## src/rtl/alu_result_fifo.sv

```systemverilog
`default_nettype none
// ============================================================================
// Module   : alu_result_fifo
// Brief    : FWFT result FIFO behind the 16-bit ALU, with sticky status flags.
//            Optional ALU_FIFO_OVF_COUNT_EN adds a saturating overflow counter.
// Revision : 1.0  initial release
// ============================================================================
module alu_result_fifo #(
   parameter int NUMBITS = 16,
   parameter int DEPTH   = 4
) (
   input  logic                       clk,
   input  logic                       reset,
   input  logic                       in_valid,
   output logic                       in_ready,
   input  logic [NUMBITS-1:0]         in_result,
   input  logic                       in_carry,
   input  logic                       in_overflow,
   input  logic                       in_zero,
   input  logic [2:0]                 in_opcode,
   output logic                       out_valid,
   input  logic                       out_ready,
   output logic [NUMBITS-1:0]         out_result,
   output logic                       out_carry,
   output logic                       out_overflow,
   output logic                       out_zero,
   output logic [2:0]                 out_opcode,
   output logic [$clog2(DEPTH):0]     count,
   output logic                       full,
   output logic                       empty,
   input  logic                       clr_sticky,
   output logic                       sticky_carry,
   output logic                       sticky_overflow,
   output logic                       sticky_drop
`ifdef ALU_FIFO_OVF_COUNT_EN
  ,output logic [7:0]                 ovf_count
`endif
);

   localparam int AW = $clog2(DEPTH);
   localparam int CW = AW + 1;
   localparam int EW = NUMBITS + 6;

   logic [EW-1:0] r_mem [DEPTH];
   logic [AW-1:0] r_wr_ptr;
   logic [AW-1:0] r_rd_ptr;
   logic [CW-1:0] r_count;

   logic          w_full;
   logic          w_empty;
   logic          w_pop;
   logic          w_push;
   logic          w_drop;
   logic [EW-1:0] w_head;

   assign w_full  = (r_count == CW'(DEPTH));
   assign w_empty = (r_count == '0);
   assign w_pop   = !w_empty && out_ready;
   // A push into a full FIFO is still honoured when the head leaves the same cycle.
   assign w_push  = in_valid && (!w_full || w_pop);
   assign w_drop  = in_valid && w_full && !w_pop;

   always_ff @(posedge clk) begin
      if (w_push) begin
         r_mem[r_wr_ptr] <= {in_result, in_carry, in_overflow, in_zero, in_opcode};
      end
   end

   always_ff @(posedge clk or negedge reset) begin
      if (!reset) begin
         r_wr_ptr <= '0;
         r_rd_ptr <= '0;
         r_count  <= '0;
      end else begin
         if (w_push) r_wr_ptr <= r_wr_ptr + AW'(1);
         if (w_pop)  r_rd_ptr <= r_rd_ptr + AW'(1);
         if (w_push && !w_pop)      r_count <= r_count + CW'(1);
         else if (w_pop && !w_push) r_count <= r_count - CW'(1);
      end
   end

   // Set beats clear so an event in the clearing cycle is never lost.
   always_ff @(posedge clk or negedge reset) begin
      if (!reset) begin
         sticky_carry    <= 1'b0;
         sticky_overflow <= 1'b0;
         sticky_drop     <= 1'b0;
      end else begin
         if (w_push && in_carry)    sticky_carry <= 1'b1;
         else if (clr_sticky)       sticky_carry <= 1'b0;
         if (w_push && in_overflow) sticky_overflow <= 1'b1;
         else if (clr_sticky)       sticky_overflow <= 1'b0;
         if (w_drop)                sticky_drop <= 1'b1;
         else if (clr_sticky)       sticky_drop <= 1'b0;
      end
   end

`ifdef ALU_FIFO_OVF_COUNT_EN
   always_ff @(posedge clk or negedge reset) begin
      if (!reset) begin
         ovf_count <= 8'd0;
      end else if (clr_sticky) begin
         ovf_count <= (w_push && in_overflow) ? 8'd1 : 8'd0;
      end else if (w_push && in_overflow && ovf_count != 8'hFF) begin
         ovf_count <= ovf_count + 8'd1;
      end
   end
`endif

   assign w_head       = r_mem[r_rd_ptr];
   assign out_result   = w_head[EW-1:6];
   assign out_carry    = w_head[5];
   assign out_overflow = w_head[4];
   assign out_zero     = w_head[3];
   assign out_opcode   = w_head[2:0];
   assign out_valid    = !w_empty;
   assign in_ready     = !w_full;
   assign full         = w_full;
   assign empty        = w_empty;
   assign count        = r_count;

endmodule
`default_nettype wire

```

## config.mk

```make
export PLATFORM = sky130hd
export DESIGN_NAME = alu_result_fifo
export DESIGN_NICKNAME = d
export VERILOG_FILES = /design/src/rtl/alu_result_fifo.sv
export SDC_FILE = /design/constraint.sdc
export NUM_CORES = 1
export LEC_CHECK = 0
export BUFFER_PORTS_ARGS = -buffer_cell sky130_fd_sc_hd__buf_2
export CAP_MARGIN = 10
export CORE_AREA = 2 2 115 117
export CTS_CLUSTER_SIZE = 14
export DETAILED_ROUTE_END_ITERATION = 10
export DIE_AREA = 0 0 117 119
export PLACE_DENSITY = 0.51
export SLEW_MARGIN = 10
export SYNTH_ARGS = -nofsm -noshare
export SYNTH_HDL_FRONTEND = slang
export SYNTH_SLANG_ARGS = --single-unit
```

## constraint.sdc

```tcl
create_clock -name clk -period 3.4 [get_ports clk]
set_input_delay 0.17 -clock clk [delete_from_list [all_inputs] [get_ports clk]]
set_output_delay 0.17 -clock clk [all_outputs]
set_load 0.02 [all_outputs]
```

* Word level (Yosys, flattened, before mapping) *
Memories as Yosys holds them, arrays and structs flattened.
Index checks and enable logic that the tools add are counted.

word-level totals
  bits in registers = 10
  memories kept = 1
  output and inout bits = 32
  input port bits = 27
  memory bits (writable) = 88
  logic and storage cells = 38

memory list
  memory  words  width  read ports  clocked after memory_dff  write ports  RTL line  text
  r_mem   4      22     1           0                         1            44        logic [EW-1:0] r_mem [DEPTH];

cells by class
  reduce and logical (&&, ||, !) cells = 18
  muxes and demuxes = 8
  add/sub/neg operators = 4
  eq/ne operators = 1

operators with widths
  operator               count
  $logic_and A1 B1 Y1    8
  $reduce_bool A2 Y1     4
  $mux W1                6
  $mux W3                2
  $add A2 B1 Y2 const B  2
  $logic_not A1 Y1       4
  $add A3 B1 Y3 const B  1
  $eq A3 B3 Y1 const B   1
  $logic_not A3 Y1       1
  $sub A3 B1 Y3 const B  1
  $logic_or A1 B1 Y1     1

* Logic depth before layout (Yosys ltp) *
Gate-level depths: netlist of the first run.

  depth after elaboration = 9
  depth in mapped cells = 9
  depth with buffers taken out = 8

* Worst setup path after synthesis of the first run *
No wires, ideal clock.

  kind = reg2reg
  from = register r_count[0], in the netlist count[0]
  to = register r_count[1], in the netlist count[1]
  path buffers = 1
  data required time = 3.275 ns
  setup time = 0.125 ns
  stages on the path, launching flop included = 8
  data arrival time = 2.260 ns
  path slack = 1.016 ns
  clock period less this slack = 2.384 ns
  path through = dfrtp_1 or3b_1 o21a_1 buf_6 ha_1 inv_1 fa_1 mux2_2

between the ends
  elaborated cells on any way between the ends = 16
  those cells by class = add/sub: 2; eq/ne: 1; mux: 2; reduce/logical: 11

RTL lines
  item                          RTL line  text
  start, declared               47        logic [CW-1:0] r_count;
  start signal, assigned        77        if (w_push && !w_pop) r_count <= r_count + CW'(1);
  start signal, assigned        78        else if (w_pop && !w_push) r_count <= r_count - CW'(1);
  $eq A3 B3 Y1 (*)              56        assign w_full = (r_count == CW'(DEPTH));
  $logic_not A1 Y1 (*)          --
  net in_ready                  15        output logic in_ready,
  $logic_or A1 B1 Y1 (*)        60        assign w_push = in_valid && (!w_full || w_pop);
  $logic_and A1 B1 Y1 (*)       60
  $logic_not A1 Y1              78
  $logic_and A1 B1 Y1           78
  $reduce_bool A2 Y1 (no line)  --

Mark *: on every way through the listed nets, which the timed path passes. The rest lies on a longest branch. The select of a mux whose other input is x is not followed.
A chain may end at the register's enable or synchronous reset.

* Worst setup path after layout of the first run *
  from = register r_count[0], in the netlist count[0]
  to = register r_count[1], in the netlist count[1]

between the ends
  word-level cells in the longest chain between the ends = 8
  elaborated cells on any way between the ends = 16
  those cells by class = add/sub: 2; eq/ne: 1; mux: 2; reduce/logical: 11

ends and longest elaborated chain
  item
  parallel branches: the longest is 8 deep, another holds $sub A3 B1 Y3

Parallel ways; which one is timed is not known. The select of a mux whose other input is x is not followed.

==> reports/metrics.yaml, run 1 <==
global_route:
  grt_max_degree: 25
  antenna_found_initial: 0
  grt-ovfl-total: 0
  grt_pass1_wl_microns: 9840
  globalRouteTotalUtil_pct: 9.92
  grt_pass1_vias: 1777
clock_tree:
  clk_pin_slew_ns: 0.06
  cts_made_buffers: 9
  root_buffer: "clkbuf_16"
  tritoncts: "done"
  post_cts_buffers: 0
  clk_latency_ns: 0.33
  cts.sinks: 98
  h-tree-depth: 3
  clockBufferDepth: 2
yosys:
  synth-warning-count: 0
  synth.area.top_cells: "edfxtp_1 71%, mux4_2 13%, dfrtp_1 6.8%"
  ys_seq_elements: 98
  syn_avg_cell_area_sq_um: 23.2
  syn_area_sq_mm: 0.00371
  ys_types: 22
  synth_largest_area_cell: "edfxtp_1"
  postSynthNetCount: 193
  seq_area_frac_synth_pct: 78.1
  postSynthCellCount: 160
  synth_top_cell_area_share_pct: 71.3
finish:
  mostFrequentLayoutCell: "edfxtp_1"
  syn_to_final_growth_pct: 20.5
  final_cell_mix: "88 x edfxtp_1, 58 x buf_2, 22 x mux4_2, 9 x clkbuf_16, 9 x dfrtp_1"
  drive_gt1_share_pct: 44.8
  stdcell_area_sq_mm: 0.00446
  num_antenna_cells: 0
  num-nets-final: 258
power_and_ir_drop:
  vdd_drop_max_v: 0.000559
  power_density_mw_per_mm2: 869
  p_leak_nw: 1.59
timing:
  fin_skew_ns: 0.00510
  fin_setup_tns_ns: 0
  final_hold_viol_count: 0
  fmaxAchievable_mhz: 437
  slew_headroom_pct: 42.7
  period_needed_ns: 2.29
  worst_slew_pin_slew_ns: 0.860
  fin_crit_sh_pct: 67.2
  setup_viol: 0
  grt_setup_unrepaired: "no"
  slew_violations: 0
worst_setup_path:
  worstSetupStartpointType: "flop"
  crit_path_end_kind: "flop"
  arrival_ns: 2.50
  worstPathMaxFanout: 9
  worst_r2r_startpoint: "count[0]"
  crit-reg2reg-capture: "count[1]"
  crit_type: "reg -> reg"
  reg2reg_slack_ns: 1.11
  crit_start: "count[0]"
  r2r_cells: 6
  cp.required_ns: 3.62
detailed_routing:
  drc: 0
  routedWlPerCell_microns: 15.9
  viasPerCell: 4.14
  drtAntennaViolNets: 0
  first_pass_iters: 5
  drtIter0Drc: 90
  wl_microns: 6460
  dr_total_vias: 1679
worst_hold_path:
  whs_path_depth: 1
  hold_class: "in -> reg"
  whs_endpoint: "r_mem[0][7]"
  holdCritStartpoint: "in_result[1]"
floorplan:
  io_pins: 59
  die_area_sq_mm: 0.0139
  core_area_sq_mm: 0.0129
  initial_core_util_pct: 28.8
  die_w_microns: 117
  fp-row-count: 42
  die_h_microns: 119
run:
  maxCapViolations: 0
run_status:
  status: "finished clean"
placed_design:
  dp_hpwl_microns: 3980
  placed_area_sq_mm: 0.00419
  place_congestion: 0.670
  portBuffers: 58
-- flip-flops by register name, indices dropped and copies added, names as in the netlist --
name	flops
sticky_overflow	1
sticky_drop	1
r_rd_ptr	2
count	3
r_mem	88
r_wr_ptr	2
sticky_carry	1
-- logic make-up after synthesis --
| family | Yosys count | synth area share, % |
|---|---|---|
| muxes | 24 | 14.1 |
| buffers and inverters | 13 | 1.62 |
| adders and majority gates | 6 | 2.23 |
| and+or+nand+nor | 9 | 1.59 |
| AOI/OAI and AO/OA | 4 | 1.01 |
| xor gates and xnor gates | 6 | 1.42 |
| DFF | 98 | 78.1 |
-- power breakdown --
part / total [W] / switching [W] / internal, W
Sequential: 0.00180 / 0.000200 / 0.00159
Combinational: 0.00119 / 0.000660 / 0.000534
Clock: 0.000893 / 0.000403 / 0.000489
-- how the worst max path moves through the flow --
stage,end,slack [ns],cells after the start
6_report,count[1],1.11,6
5_1_grt,out_overflow,0.98,2
4_1_cts,out_overflow,1.08,2
3_5_place_dp,count[1],1.12,6
3_3_place_gp,count[1],1.16,6
2_1_floorplan,count[1],1.02,7
-- cell usage after synthesis --
cell       n
a22o_2     2
a32o_1     1
and2_2     4
buf_2      3
buf_6      1
clkbuf_1   2
dfrtp_1   10
edfxtp_1  88
fa_1       1
ha_1       5
inv_1      7
mux2_2     1
mux2_4     1
mux4_2    22
nand2_1    1
nand3_1    1
nor2_1     1
o21a_1     1
or3_2      1
or3b_1     1
xnor2_1    4
xor2_1     2
-- worst max-delay path, stage by stage, from the launching register on --
cell	delay, ns
dfrtp_1	0.43
or3b_1	0.44
o21a_1	0.31
ha_1	0.26
inv_1	0.07
fa_1	0.40
mux2_2	0.26
-- metal layers --
metal / track usage, % / vias to the layer above / routed length, microns
li1: - / 777 / -
met1: 12.3 / 846 / 2870
met2: 15.7 / 46 / 3110
met3: 3.66 / 10 / 374
met4: 3.75 / 0 / 104
met5: 0 / - / 0
-- through the flow --
| stage | hold slack [ns] | worst slack (ns) | std cells | utilization, % | power [W] |
|---|---|---|---|---|---|
| floorplan | -0.126 | 1.02 | 160 | - | 0.00264 |
| global placement | 0.0489 | 1.16 | 389 | 32.6 | 0.00306 |
| detailed placement | 0.0476 | 1.12 | 389 | 32.6 | 0.00306 |
| CTS | 0.0416 | 1.08 | 406 | 34.7 | 0.00396 |
| global route | 0.0448 | 0.984 | 406 | 34.7 | 0.00409 |
| finish | 0.0538 | 1.11 | 406 | 34.7 | 0.00388 |
-- repair_timing --
action                    in CTS  in global routing
hold endpoints to repair      10                  0
gates resized for setup        0                  0
hold buffers                   1                  0
-- area by class of cell --
type                       count  area (sq um)
fill                        1230          8410
sequential                    98          2890
multi-input combinational     49           753
timing repair buffer          60           308
clock buffer                  10           229
tap                          176           220
clock inverter                 6          33.8
inverter                       7          26.3
No activity file was read; power rests on OpenSTA's default activity.
==> inputs of run 2 (changes only) <==
clock period = 2.4 ns   (was 3.4 ns; I/O delays follow)
==> reports/metrics.yaml, run 2 (synthesized netlist as in run 1, its figures left out) <==
placed_design:
  numPlacedInstances: 392  # +0.77%
  dpl_worst_slack_ns: 0.198  # -0.925 ns
  place_congestion: 0.693  # +3.4%
  portBuffers: 58  # unchanged
  dp_hpwl_microns: 4100  # +2.9%
clock_tree:
  clockBufferDepth: 2  # unchanged
  cts_made_buffers: 9  # unchanged
  clk_pin_slew_ns: 0.07  # about the same
  cts.sinks: 98  # unchanged
  h-tree-depth: 3  # unchanged
  post_cts_buffers: 0  # unchanged
  root_buffer: "clkbuf_16"
  clk_latency_ns: 0.34  # about the same
  tritoncts: "done"
worst_setup_path:
  r2r_cells: 8  # +2
  cp_slowest_cell: "or3_2"
  worstSetupStartpointType: "flop"
  worstPathMaxFanout: 5  # -4
  crit_buf_inv: 1  # unchanged
  critPathMostFrequentCell: "xor2_1"
  crit_chain: "or3_2 -> nand2_1 -> ha_1 -> inv_1 -> fa_1 -> xor2_1 -> nor2_1 -> xor2_1"
  crit_path_end_kind: "flop"
  reg2reg_slack_ns: 0.22  # -0.89 ns
  worst_r2r_startpoint: "count[0]"
  crit-reg2reg-capture: "count[2]"
  crit_type: "reg -> reg"
  critPathMaxStageDelay_ns: 0.51  # +0.07 ns
  arrival_ns: 2.44  # -0.06 ns
  cp.required_ns: 2.66  # -0.96 ns
  crit_family: "simple AND/OR/NAND/NOR gates"
timing:
  fin_crit_sh_pct: 90.7  # +23 points
  period_needed_ns: 2.18  # -0.110 ns
  setup_ws_ns: 0.224  # -0.890 ns
  setup_viol: 0  # unchanged
  slew_headroom_pct: 56.7  # +14 points
  worst_slew_pin_slew_ns: 0.649  # -0.211 ns
  fin_setup_tns_ns: 0  # unchanged
  final_hold_viol_count: 0  # unchanged
  fmaxAchievable_mhz: 460  # +5.1%
  fin_skew_ns: 0.00966  # +0.00456 ns
  slew_violations: 0  # unchanged
  grt_setup_unrepaired: "no"
power_and_ir_drop:
  p_leak_nw: 1.70  # +6.8%
  vdd_drop_max_v: 0.000655  # +17%
  power_density_mw_per_mm2: 1240  # +42%
finish:
  fin_cells: 425  # +4.7%
  regMostFlops: "r_mem"
  utilization_pct: 36.6  # +1.9 points
  final_cell_mix: "88 x edfxtp_1, 58 x buf_2, 22 x mux4_2, 17 x dlygate4sd3_1"
  num-nets-final: 277  # +7.4%
  drive_gt1_share_pct: 43.4  # -1.4 points
  num_antenna_cells: 0  # unchanged
  largest_reg_flops: 88  # unchanged
  mostFrequentLayoutCell: "edfxtp_1"
  syn_to_final_growth_pct: 27.2
  fillers: 1199  # -2.5%
detailed_routing:
  dr_total_vias: 1756  # +4.6%
  drtIter0Drc: 139  # +54%
  viasPerCell: 4.13  # about the same
  first_pass_iters: 4  # -1
  wl_microns: 6660  # +3.1%
  drc: 0  # unchanged
  routedWlPerCell_microns: 15.7  # -1.5%
  drtAntennaViolNets: 0  # unchanged
global_route:
  grt_pass1_wl_microns: 10000  # +2.0%
  grt-ovfl-total: 0  # unchanged
  antenna_found_initial: 0  # unchanged
  globalRouteTotalUtil_pct: 10.1  # +0.22 points
  grt_pass1_vias: 1848  # +4.0%
  grt_max_degree: 23  # -8.0%
floorplan:
  die_area_sq_mm: 0.0139  # unchanged
  core_area_sq_mm: 0.0129  # unchanged
  initial_core_util_pct: 28.8  # unchanged
  die_w_microns: 117  # unchanged
  io_pins: 59  # unchanged
  die_h_microns: 119  # unchanged
  fp-row-count: 42  # unchanged
worst_hold_path:
  hold_class: "in -> reg"
  holdCritStartpoint: "in_result[14]"
  whs_endpoint: "r_mem[1][20]"
  whs_path_depth: 1  # unchanged
run:
  maxCapViolations: 0  # unchanged
run_status:
  status: "finished clean"
## run 2: cell type report
class / instances / area, sq um / share of cell area (%)
sequential: 98 / 2890 / 61.4
multi-input combinational: 49 / 753 / 16.0
timing repair buffer: 79 / 503 / 10.7
clock buffer: 11 / 233 / 4.94
tap: 176 / 220 / 4.67
clock inverter: 5 / 85.1 / 1.80
inverter: 7 / 26.3 / 0.557
## run 2: worst max path at each step
stage                           to      from  cells after the start  slack [ns]
after global placement    count[2]  count[0]                      8        0.24
after global routing      count[2]  count[0]                      8        0.06
final                     count[2]  count[0]                      8        0.22
after floorplan           count[1]  count[0]                      7        0.02
after detailed placement  count[2]  count[0]                      8        0.20
after CTS                 count[2]  count[0]                      8        0.20
## run 2: repair_timing
item | in CTS | in global routing
hold endpoints to repair | 67 | 4
hold buffers | 16 | 1
gates resized for setup | 0 | 0
## run 2: worst reg2reg max path: cells and delay by family (launching register included)
kind / cells / cell delay, ns
and+or+nand+nor: 3 / 0.74
adders and majority gates: 2 / 0.56
DFF: 1 / 0.44
xor gates and xnor gates: 2 / 0.30
buffers and inverters: 1 / 0.06
## run 2: stage by stage
step           total power (W)  hold slack (ns)  area (sq um)
2_1_floorplan          0.00374           -0.176          3710
3_3_place_gp           0.00438          0.00189          4230
3_5_place_dp           0.00440          0.00473          4230
4_1_cts                0.00594          0.00318          4700
5_1_grt                0.00614          0.00357          4710
6_report               0.00583           0.0120          4710
## run 2: power by group
part	internal, W	total, W	switching [W]
combinational	0.000821	0.00184	0.00102
clock	0.000921	0.00152	0.000595
sequential	0.00226	0.00247	0.000208
total	0.00400	0.00583	0.00183
## run 2: layer usage
layer / vias up / GRT usage [%] / wire [microns]
met3: 8 / 4.58 / 356
met2: 47 / 16.5 / 3330
met1: 885 / 11.7 / 2880
met4: 0 / 3.53 / 96
met5: - / 0 / 0
li1: 816 / - / -
